[config.mk]
export PLATFORM = sky130hd
export DESIGN_NAME = seq_normalizer
export DESIGN_NICKNAME = d
export VERILOG_FILES = /design/src/rtl/seq_normalizer.sv
export SDC_FILE = /design/constraint.sdc
export NUM_CORES = 1
export LEC_CHECK = 0
export CAP_MARGIN = 10
export CELL_PAD_IN_SITES_DETAIL_PLACEMENT = 1
export CELL_PAD_IN_SITES_GLOBAL_PLACEMENT = 1
export CORE_MARGIN = 2
export CORE_UTILIZATION = 29
export DETAILED_ROUTE_END_ITERATION = 16
export PLACE_DENSITY_LB_ADDON = 0.1
export SYNTH_ARGS = -nofsm -noshare
export SYNTH_HDL_FRONTEND = slang
export SYNTH_SLANG_ARGS = --single-unit
export TNS_END_PERCENT = 20
[constraint.sdc]
create_clock -name clk -period 2.3 [get_ports clk]
set_input_delay 0.345 -clock clk [delete_from_list [all_inputs] [get_ports clk]]
set_output_delay 0.345 -clock clk [all_outputs]
set_load 0.05 [all_outputs]
[src/rtl/seq_normalizer.sv]
// Iterative left-normalizer: shifts one bit per clock until the leading one reaches the MSB.
// Optional two's-complement mode is enabled by defining SIGNED_NORM_EN (adds the sign port).
module seq_normalizer #(
    parameter int WIDTH = 8,
    parameter int CW    = 3
) (
    input  logic             clk,
    input  logic             reset,
    input  logic             start,
    input  logic [WIDTH-1:0] a,
`ifdef SIGNED_NORM_EN
    input  logic             sign,
`endif
    output logic             busy,
    output logic             done,
    output logic [WIDTH-1:0] out,
    output logic [CW-1:0]    count,
    output logic             zero
);

    typedef enum logic [1:0] {IDLE, SHIFT, DONE} state_t;

    state_t           state, state_n;
    logic [WIDTH-1:0] work;
    logic [CW-1:0]    cnt;
    logic             accept;
    logic             is_zero;
    logic             stop;

`ifdef SIGNED_NORM_EN
    logic sgn;

    // Signed mode halts once the top two bits differ, or at the last position for -1.
    always_comb begin
        if (sgn)
            stop = (work[WIDTH-1] != work[WIDTH-2]) || (cnt == CW'(WIDTH-1));
        else
            stop = work[WIDTH-1];
    end
`else
    always_comb stop = work[WIDTH-1];
`endif

    assign accept  = start && (state == IDLE || state == DONE);
    assign is_zero = (work == '0);
    assign busy    = (state == SHIFT);
    assign done    = (state == DONE);

    always_comb begin
        state_n = state;
        case (state)
            IDLE:    if (accept) state_n = SHIFT;
            SHIFT:   if (is_zero || stop) state_n = DONE;
            DONE:    state_n = accept ? SHIFT : IDLE;
            default: state_n = IDLE;
        endcase
    end

    always_ff @(posedge clk or posedge reset) begin
        if (reset) state <= IDLE;
        else       state <= state_n;
    end

    // The working register and counter are internal; the visible results only move on DONE entry.
    always_ff @(posedge clk or posedge reset) begin
        if (reset) begin
            work  <= '0;
            cnt   <= '0;
            out   <= '0;
            count <= '0;
            zero  <= 1'b0;
`ifdef SIGNED_NORM_EN
            sgn   <= 1'b0;
`endif
        end else if (accept) begin
            work <= a;
            cnt  <= '0;
`ifdef SIGNED_NORM_EN
            sgn  <= sign;
`endif
        end else if (state == SHIFT) begin
            if (is_zero) begin
                out   <= '0;
                count <= '0;
                zero  <= 1'b1;
            end else if (stop) begin
                out   <= work;
                count <= cnt;
                zero  <= 1'b0;
            end else begin
                work <= work << 1;
                cnt  <= cnt + 1'b1;
            end
        end
    end

endmodule

==> results_dict.tcl, run 1 <==
set metrics [dict create \
    postCtsHoldBufs 0 \
    place.gp.congestion 0.714 \
    number_of_antenna_repair_diodes 0 \
    drt_first_iter_violations 42 \
    outcome "complete, no violations" \
    ff2ff_setup_slack_ns 0.56 \
    synth.area.top_cells "sky130_fd_sc_hd__dfrtp_1 (50%), sky130_fd_sc_hd__mux2i_1 (7.2%), sky130_fd_sc_hd__a21oi_1 (4.8%)" \
    power.share.sequential 0.356 \
    finalCriticalPeriod_ns 2.09 \
    drv_cap 0 \
    worst_hold_check_path_type "input pin to asynchronous set/reset pin" \
    met2RoutedLength_um 1350 \
    htree_num_levels 1 \
    share_clk_of_total_power 0.124 \
    ys_warnings 0 \
    clk_pin_slew_worst_paths_ns 0.10 \
    worst_ir_drop_vdd_mv 0.323 \
    nNetsFinal 159 \
    clock_tree_buf_depth 2 \
    cellInternalPower_w 0.00122 \
    die_y_um 69.5 \
    detail_route.drc_violations 0 \
    dieArea_um2 4830 \
    power-per-cell-area_nw_per_um2 1440 \
    critical_path.cell_chain "nor2b_1 > clkdlybuf4s50_1" \
    post-route-cell-area_um2 1580 \
    cts_sinks 25 \
    hold_ws_ns 0.403 \
    worstReg2RegEnd "out[3]" \
    final_util 0.390 \
    layout-drive-gt1-share 0.103 \
    placement.io_buffers 24 \
    slew_headroom 0.638 \
    post_cts_buffers 0 \
    route.final.wire_length_um 2900 \
    cts_made_buffers 3 \
    timing.final.setup_violations 0 \
    p_sw_w 0.00107 \
    timing.final.max_slew_violations 0 \
    vias_in_the_first_global_route 1050 \
    clock_skew_ns 0.00872 \
    clock.fmax_mhz 479 \
    clock-root-buffer "sky130_fd_sc_hd__clkbuf_8" \
    timing_worst_setup_path_type "flip-flop to output pin" \
    antenna_violating_nets_post_route 0 \
    dr_wl_met3_um 145 \
    wl_per_cell_um 14.8 \
    min_period_over_period 0.907 \
    clkLatencyLatePin_ns 0.28 \
    post_cts_resize_count 0 \
    dpl-instance-area_um2 1540 \
    core-area_um2 4060 \
    drt-pass1-iter-count 4 \
    antenna_violations_before_repair 0 \
    chipWidth_um 69.5 \
    synth_seq_cells 25 \
    crit_path_max_cell_delay_ns 0.81 \
    dr_total_vias 981 \
    power.combinational.fraction 0.521 \
    global_route.usage.total 0.133 \
    grt_setup_unrepaired "no" \
    floorplan.initialDensity 0.307 \
    seq_area_frac_synth 0.503 \
    path_max_fanout 9 \
    post-layout-total-power_w 0.00228 \
    total_leakage_power_nw 0.684 \
    std_cell_rows 23 \
    critical-path-top-delay-family "buffers and inverters" \
    grt_max_degree 26 \
    cp_data_arrival_time_ns 1.74 \
    worst-endpoint-required_ns 1.96 \
    layout-area-overhead-vs-synth_pct 27.4 \
    yosys.area.top_type "sky130_fd_sc_hd__dfrtp_1" \
    rr_startpoint "work[1]" \
    crit_path_buf_inv_count 1 \
    crit_start_category "flip-flop" \
    worst_r2r_path_depth 3 \
    grt.overflow.total 0 \
    design.portCount 25 \
    top_signal_layer_used "met4" \
    yosys.area.top_type_share 0.503 \
    synthesis.nets 134 \
    hold_viol_final 0 \
    swShare 0.467 \
    post_drt_via_cell_ratio 5.01 \
    critical_path.endpoint_type "output pin" \
    max_slew.worst_pin.slew_ns 0.541 \
    worst_path_max_delay_cell "sky130_fd_sc_hd__clkdlybuf4s50_1" \
    synthesis.area_per_instance_um2 10.2 \
    synthesized_area_um2 1240 \
    first_pass_grt_wire_length_um 5180 \
    post_synth_num_cell_types 27 \
    tritoncts_clock_tree "done" \
    setup_total_negative_slack_ns 0 \
    netlist_instances 122 \
    post-dp-hpwl_um 2100 \
    met1_length_um 1350 \
]
-- flip-flops by register name (all words and copies together), names as in the netlist --
name	flops
cnt	3
zero	1
out	8
state	2
work	8
count	3
-- through the flow --
stage | cells | worst slack [ns]
global route | 196 | 0.0991
floorplan | 122 | 0.668
detailed placement | 192 | 0.534
finish | 196 | 0.213
global placement | 192 | 0.563
CTS | 196 | 0.202
-- how the worst max path moves through the flow --
stage                     startpoint   end  slack (ns)  depth (start not counted)
after floorplan             state[0]  done        0.67                          2
after global placement      state[1]  done        0.56                          2
after detailed placement    state[1]  done        0.53                          2
after CTS                   state[1]  done        0.20                          2
after global routing        state[1]  done         0.1                          2
final                       state[1]  done        0.21                          2
-- worst reg2reg max path: cells and delay by family (launching register included) --
kind / cells / cell delay [ns]
compound gates: 1 / 0.17
flops: 1 / 0.43
simple gates: 2 / 1.00
-- layout by cell type, fill, tap and decap left out, types with 4 or more instances in the layout --
| cell type | count |
|---|---|
| sky130_fd_sc_hd__dfrtp_1 | 25 |
| sky130_fd_sc_hd__clkdlybuf4s50_1 | 23 |
| sky130_fd_sc_hd__a21oi_1 | 12 |
| sky130_fd_sc_hd__inv_1 | 11 |
| sky130_fd_sc_hd__mux2i_1 | 9 |
| sky130_fd_sc_hd__nand2b_1 | 6 |
| sky130_fd_sc_hd__nand2_1 | 6 |
| sky130_fd_sc_hd__a22oi_1 | 6 |
| sky130_fd_sc_hd__o31ai_1 | 6 |
| sky130_fd_sc_hd__nor2_1 | 5 |
| sky130_fd_sc_hd__o21ai_0 | 5 |
| sky130_fd_sc_hd__buf_4 | 5 |
| sky130_fd_sc_hd__nor2b_1 | 4 |
-- synthesized netlist by cell type --
library cell / n
sky130_fd_sc_hd__a211oi_1: 3
sky130_fd_sc_hd__a22oi_1: 6
sky130_fd_sc_hd__nor2_1: 5
sky130_fd_sc_hd__and3b_1: 1
sky130_fd_sc_hd__o21ai_2: 1
sky130_fd_sc_hd__nor2b_1: 4
sky130_fd_sc_hd__nand2b_1: 6
sky130_fd_sc_hd__buf_6: 1
sky130_fd_sc_hd__o21a_1: 2
sky130_fd_sc_hd__nor3_1: 1
sky130_fd_sc_hd__and4b_2: 1
sky130_fd_sc_hd__inv_1: 11
sky130_fd_sc_hd__a21oi_1: 12
sky130_fd_sc_hd__nor2_2: 1
sky130_fd_sc_hd__clkbuf_1: 6
sky130_fd_sc_hd__nor3b_2: 1
sky130_fd_sc_hd__nand2_1: 6
sky130_fd_sc_hd__dfrtp_1: 25
sky130_fd_sc_hd__o31ai_1: 6
sky130_fd_sc_hd__buf_2: 1
sky130_fd_sc_hd__o211ai_1: 1
sky130_fd_sc_hd__ha_1: 1
sky130_fd_sc_hd__o22ai_1: 1
sky130_fd_sc_hd__or4_4: 2
sky130_fd_sc_hd__and4b_1: 3
sky130_fd_sc_hd__o21ai_0: 5
sky130_fd_sc_hd__mux2i_1: 9
-- cells by family after synthesis --
group / after synthesis / synth area share
AO/OA/AOI/OAI: 37 / 0.189
multiplexers: 9 / 0.0724
buffers and inverters: 19 / 0.0644
adder cells (fa/ha/maj): 1 / 0.0101
flip-flops: 25 / 0.503
AND/OR/NAND/NOR: 31 / 0.161
-- layout make-up --
cell class / count / area (um^2)
Clock buffer: 3 / 41.3
Clock inverter: 1 / 7.51
Fill cell: 468 / 2470
Inverter: 11 / 41.3
Multi-Input combinational cell: 78 / 538
Sequential cell: 25 / 626
Tap cell: 50 / 62.6
Timing Repair Buffer: 28 / 268
-- power by group through the flow --
stage | sequential [W] | clock, W | combinational [W]
2_1_floorplan | 0.00106 | 0 | 0.000578
3_3_place_gp | 0.000815 | 0 | 0.00118
3_5_place_dp | 0.000825 | 0 | 0.00120
4_1_cts | 0.000815 | 0.000294 | 0.00121
5_1_grt | 0.000850 | 0.000316 | 0.00130
6_report | 0.000811 | 0.000282 | 0.00119
-- routing by layer --
metal  track usage  vias to the layer above
met5             0                        -
met4        0.0654                        0
met3        0.0218                        5
met2         0.215                       22
met1         0.173                      473
li1              -                      481
No activity file was read; power rests on OpenSTA's default activity.
==> run 2: changes to the inputs <==
--- a/config.mk
+++ b/config.mk
@@ -11,6 +11,7 @@
 export CORE_MARGIN = 2
 export CORE_UTILIZATION = 29
 export DETAILED_ROUTE_END_ITERATION = 16
+export HOLD_SLACK_MARGIN = 0.05
 export PLACE_DENSITY_LB_ADDON = 0.1
 export SYNTH_ARGS = -nofsm -noshare
 export SYNTH_HDL_FRONTEND = slang
==> results of run 2 <==
Same layout as run 1: the final DEF is identical, and so are final timing and power.
==> run 3: changes to the inputs <==
--- a/config.mk
+++ b/config.mk
@@ -9,7 +9,8 @@
 export CELL_PAD_IN_SITES_DETAIL_PLACEMENT = 1
 export CELL_PAD_IN_SITES_GLOBAL_PLACEMENT = 1
 export CORE_MARGIN = 2
-export CORE_UTILIZATION = 29
+export CORE_UTILIZATION = 41
+export CTS_CLUSTER_DIAMETER = 200
 export DETAILED_ROUTE_END_ITERATION = 16
 export HOLD_SLACK_MARGIN = 0.05
 export PLACE_DENSITY_LB_ADDON = 0.1
==> results_dict.tcl, run 3 (synthesis gave the netlist of run 1 again) <==
set metrics [dict create \
    outcome "complete, no violations" \
    setup_total_negative_slack_ns 0 \
    worst_path_max_delay_cell "sky130_fd_sc_hd__clkdlybuf4s50_1" \
    worst_ir_drop_vdd_mv 0.558 \
    fillCellCount 328 \
    chipWidth_um 59.1 \
    detail_route.drc_violations 0 \
    share_clk_of_total_power 0.090 \
    cts_made_buffers 3 \
    clk_pin_slew_worst_paths_ns 0.14 \
    clock_tree_buf_depth 2 \
    timing_worst_setup_path_type "flip-flop to output pin" \
    post-route-cell-area_um2 1530 \
    first_pass_grt_wire_length_um 4760 \
    final_util 0.541 \
    layout-area-overhead-vs-synth_pct 23.1 \
    most_common_library_cell_in_the_layout_ignoring_fill_and_taps "sky130_fd_sc_hd__dfrtp_1" \
    dieArea_um2 3490 \
    clock_skew_ns 0.0103 \
    slew_headroom 0.653 \
    hold_viol_final 0 \
    core-area_um2 2830 \
    worst_hold_check_path_type "input pin to asynchronous set/reset pin" \
    worst_r2r_path_depth 3 \
    post_drt_via_cell_ratio 5.64 \
    critical_path.cell_chain "nor2b_1 > clkdlybuf4s50_1" \
    postCtsHoldBufs 0 \
    vias_in_the_first_global_route 1030 \
    drv_cap 0 \
    drt-pass1-iter-count 4 \
    crit_path_buf_inv_count 1 \
    worst-endpoint-required_ns 1.96 \
    floorplan.initialDensity 0.440 \
    post-layout-total-power_w 0.00219 \
    htree_num_levels 1 \
    max_slew.worst_pin.slew_ns 0.518 \
    timing.final.setup_violations 0 \
    grt.overflow.total 0 \
    power-per-cell-area_nw_per_um2 1430 \
    wl_per_cell_um 15.5 \
    total_leakage_power_nw 0.675 \
    std_cell_rows 19 \
    layout-drive-gt1-share 0.0966 \
    die_y_um 59.1 \
    biggestRegsByFlops "out x8, work x8" \
    power.share.sequential 0.379 \
    timing.final.max_slew_violations 0 \
    final_instance_count_without_filler_cells 176 \
    global_route.usage.total 0.176 \
    path_max_fanout 15 \
    cellInternalPower_w 0.00115 \
    critical_path_cell_count 2 \
    mostFrequentLayoutCells "sky130_fd_sc_hd__dfrtp_1 (25), sky130_fd_sc_hd__clkdlybuf4s50_1 (23), sky130_fd_sc_hd__a21oi_1 (12)" \
    clock-root-buffer "sky130_fd_sc_hd__clkbuf_4" \
    post_cts_resize_count 0 \
    power.combinational.fraction 0.531 \
    grt_setup_unrepaired "no" \
    antenna_violating_nets_post_route 0 \
    post-dp-hpwl_um 1960 \
    crit_path_max_cell_delay_ns 0.81 \
    tritoncts_clock_tree "done" \
    number_of_antenna_repair_diodes 0 \
    drt_first_iter_violations 18 \
    cp_data_arrival_time_ns 1.84 \
    nNetsFinal 158 \
    min_period_over_period 0.950 \
    route.final.wire_length_um 2730 \
    placement.io_buffers 24 \
    antenna_violations_before_repair 0 \
    crit_start_category "flip-flop" \
    finalCriticalPeriod_ns 2.19 \
    cts_sinks 25 \
    p_sw_w 0.00104 \
    dpl-instance-area_um2 1500 \
    design.portCount 25 \
    dr_total_vias 993 \
    grt_max_degree 26 \
    clkLatencyLatePin_ns 0.32 \
    swShare 0.477 \
    place.gp.congestion 0.754 \
    critical_path.endpoint_type "output pin" \
    place.detailed.instances 172 \
    clock.fmax_mhz 458 \
    critical-path-top-delay-family "buffers and inverters" \
    post_cts_buffers 0 \
]
[run 3: power groups by stage]
stage | registers [W] | logic (W) | clock network [W]
after floorplan | 0.00106 | 0.000578 | 0
after global placement | 0.000823 | 0.00114 | 0
after detailed placement | 0.000842 | 0.00117 | 0
after CTS | 0.000829 | 0.00117 | 0.000206
after global routing | 0.000860 | 0.00127 | 0.000219
final | 0.000831 | 0.00116 | 0.000197
[run 3: metal layers]
metal / part of all wire / track usage / up-vias
met3: 0.032 / 0.0197 / 2
met2: 0.45 / 0.279 / 20
met5: 0 / 0 / -
met1: 0.51 / 0.250 / 494
li1: - / - / 477
met4: 0.0070 / 0.0552 / 0
[run 3: worst paths after layout]
kind	start	to	slack, ns
worst max-delay path	state[0]	done	0.11
worst min-delay path	reset	out[6]	0.36
worst max register to register	work[5]	out[4]	0.56
worst min register to register	zero	zero	0.51
max in group asynchronous	reset	work[7]	1.69
min in group clk	zero	zero	0.51
[run 3: final cells by class]
class | count | area [um^2] | share of cell area
Clock buffer | 3 | 22.5 | 0.0147
Clock inverter | 1 | 5.00 | 0.00327
Inverter | 11 | 41.3 | 0.0270
Multi-Input combinational cell | 78 | 538 | 0.351
Sequential cell | 25 | 626 | 0.408
Tap cell | 31 | 38.8 | 0.0253
Timing Repair Buffer | 27 | 260 | 0.170
[run 3: tightest hold or removal path: cells and delay by family]
family	cells	cell delay (ns)
buffers and inverters	3	0.74
[run 3: per-stage QoR]
step / hold WS [ns] / worst slack [ns]
after floorplan: 0.372 / 0.668
after global placement: 0.472 / 0.504
after detailed placement: 0.479 / 0.471
after CTS: 0.363 / 0.105
after global routing: 0.394 / 0.0179
final: 0.358 / 0.114
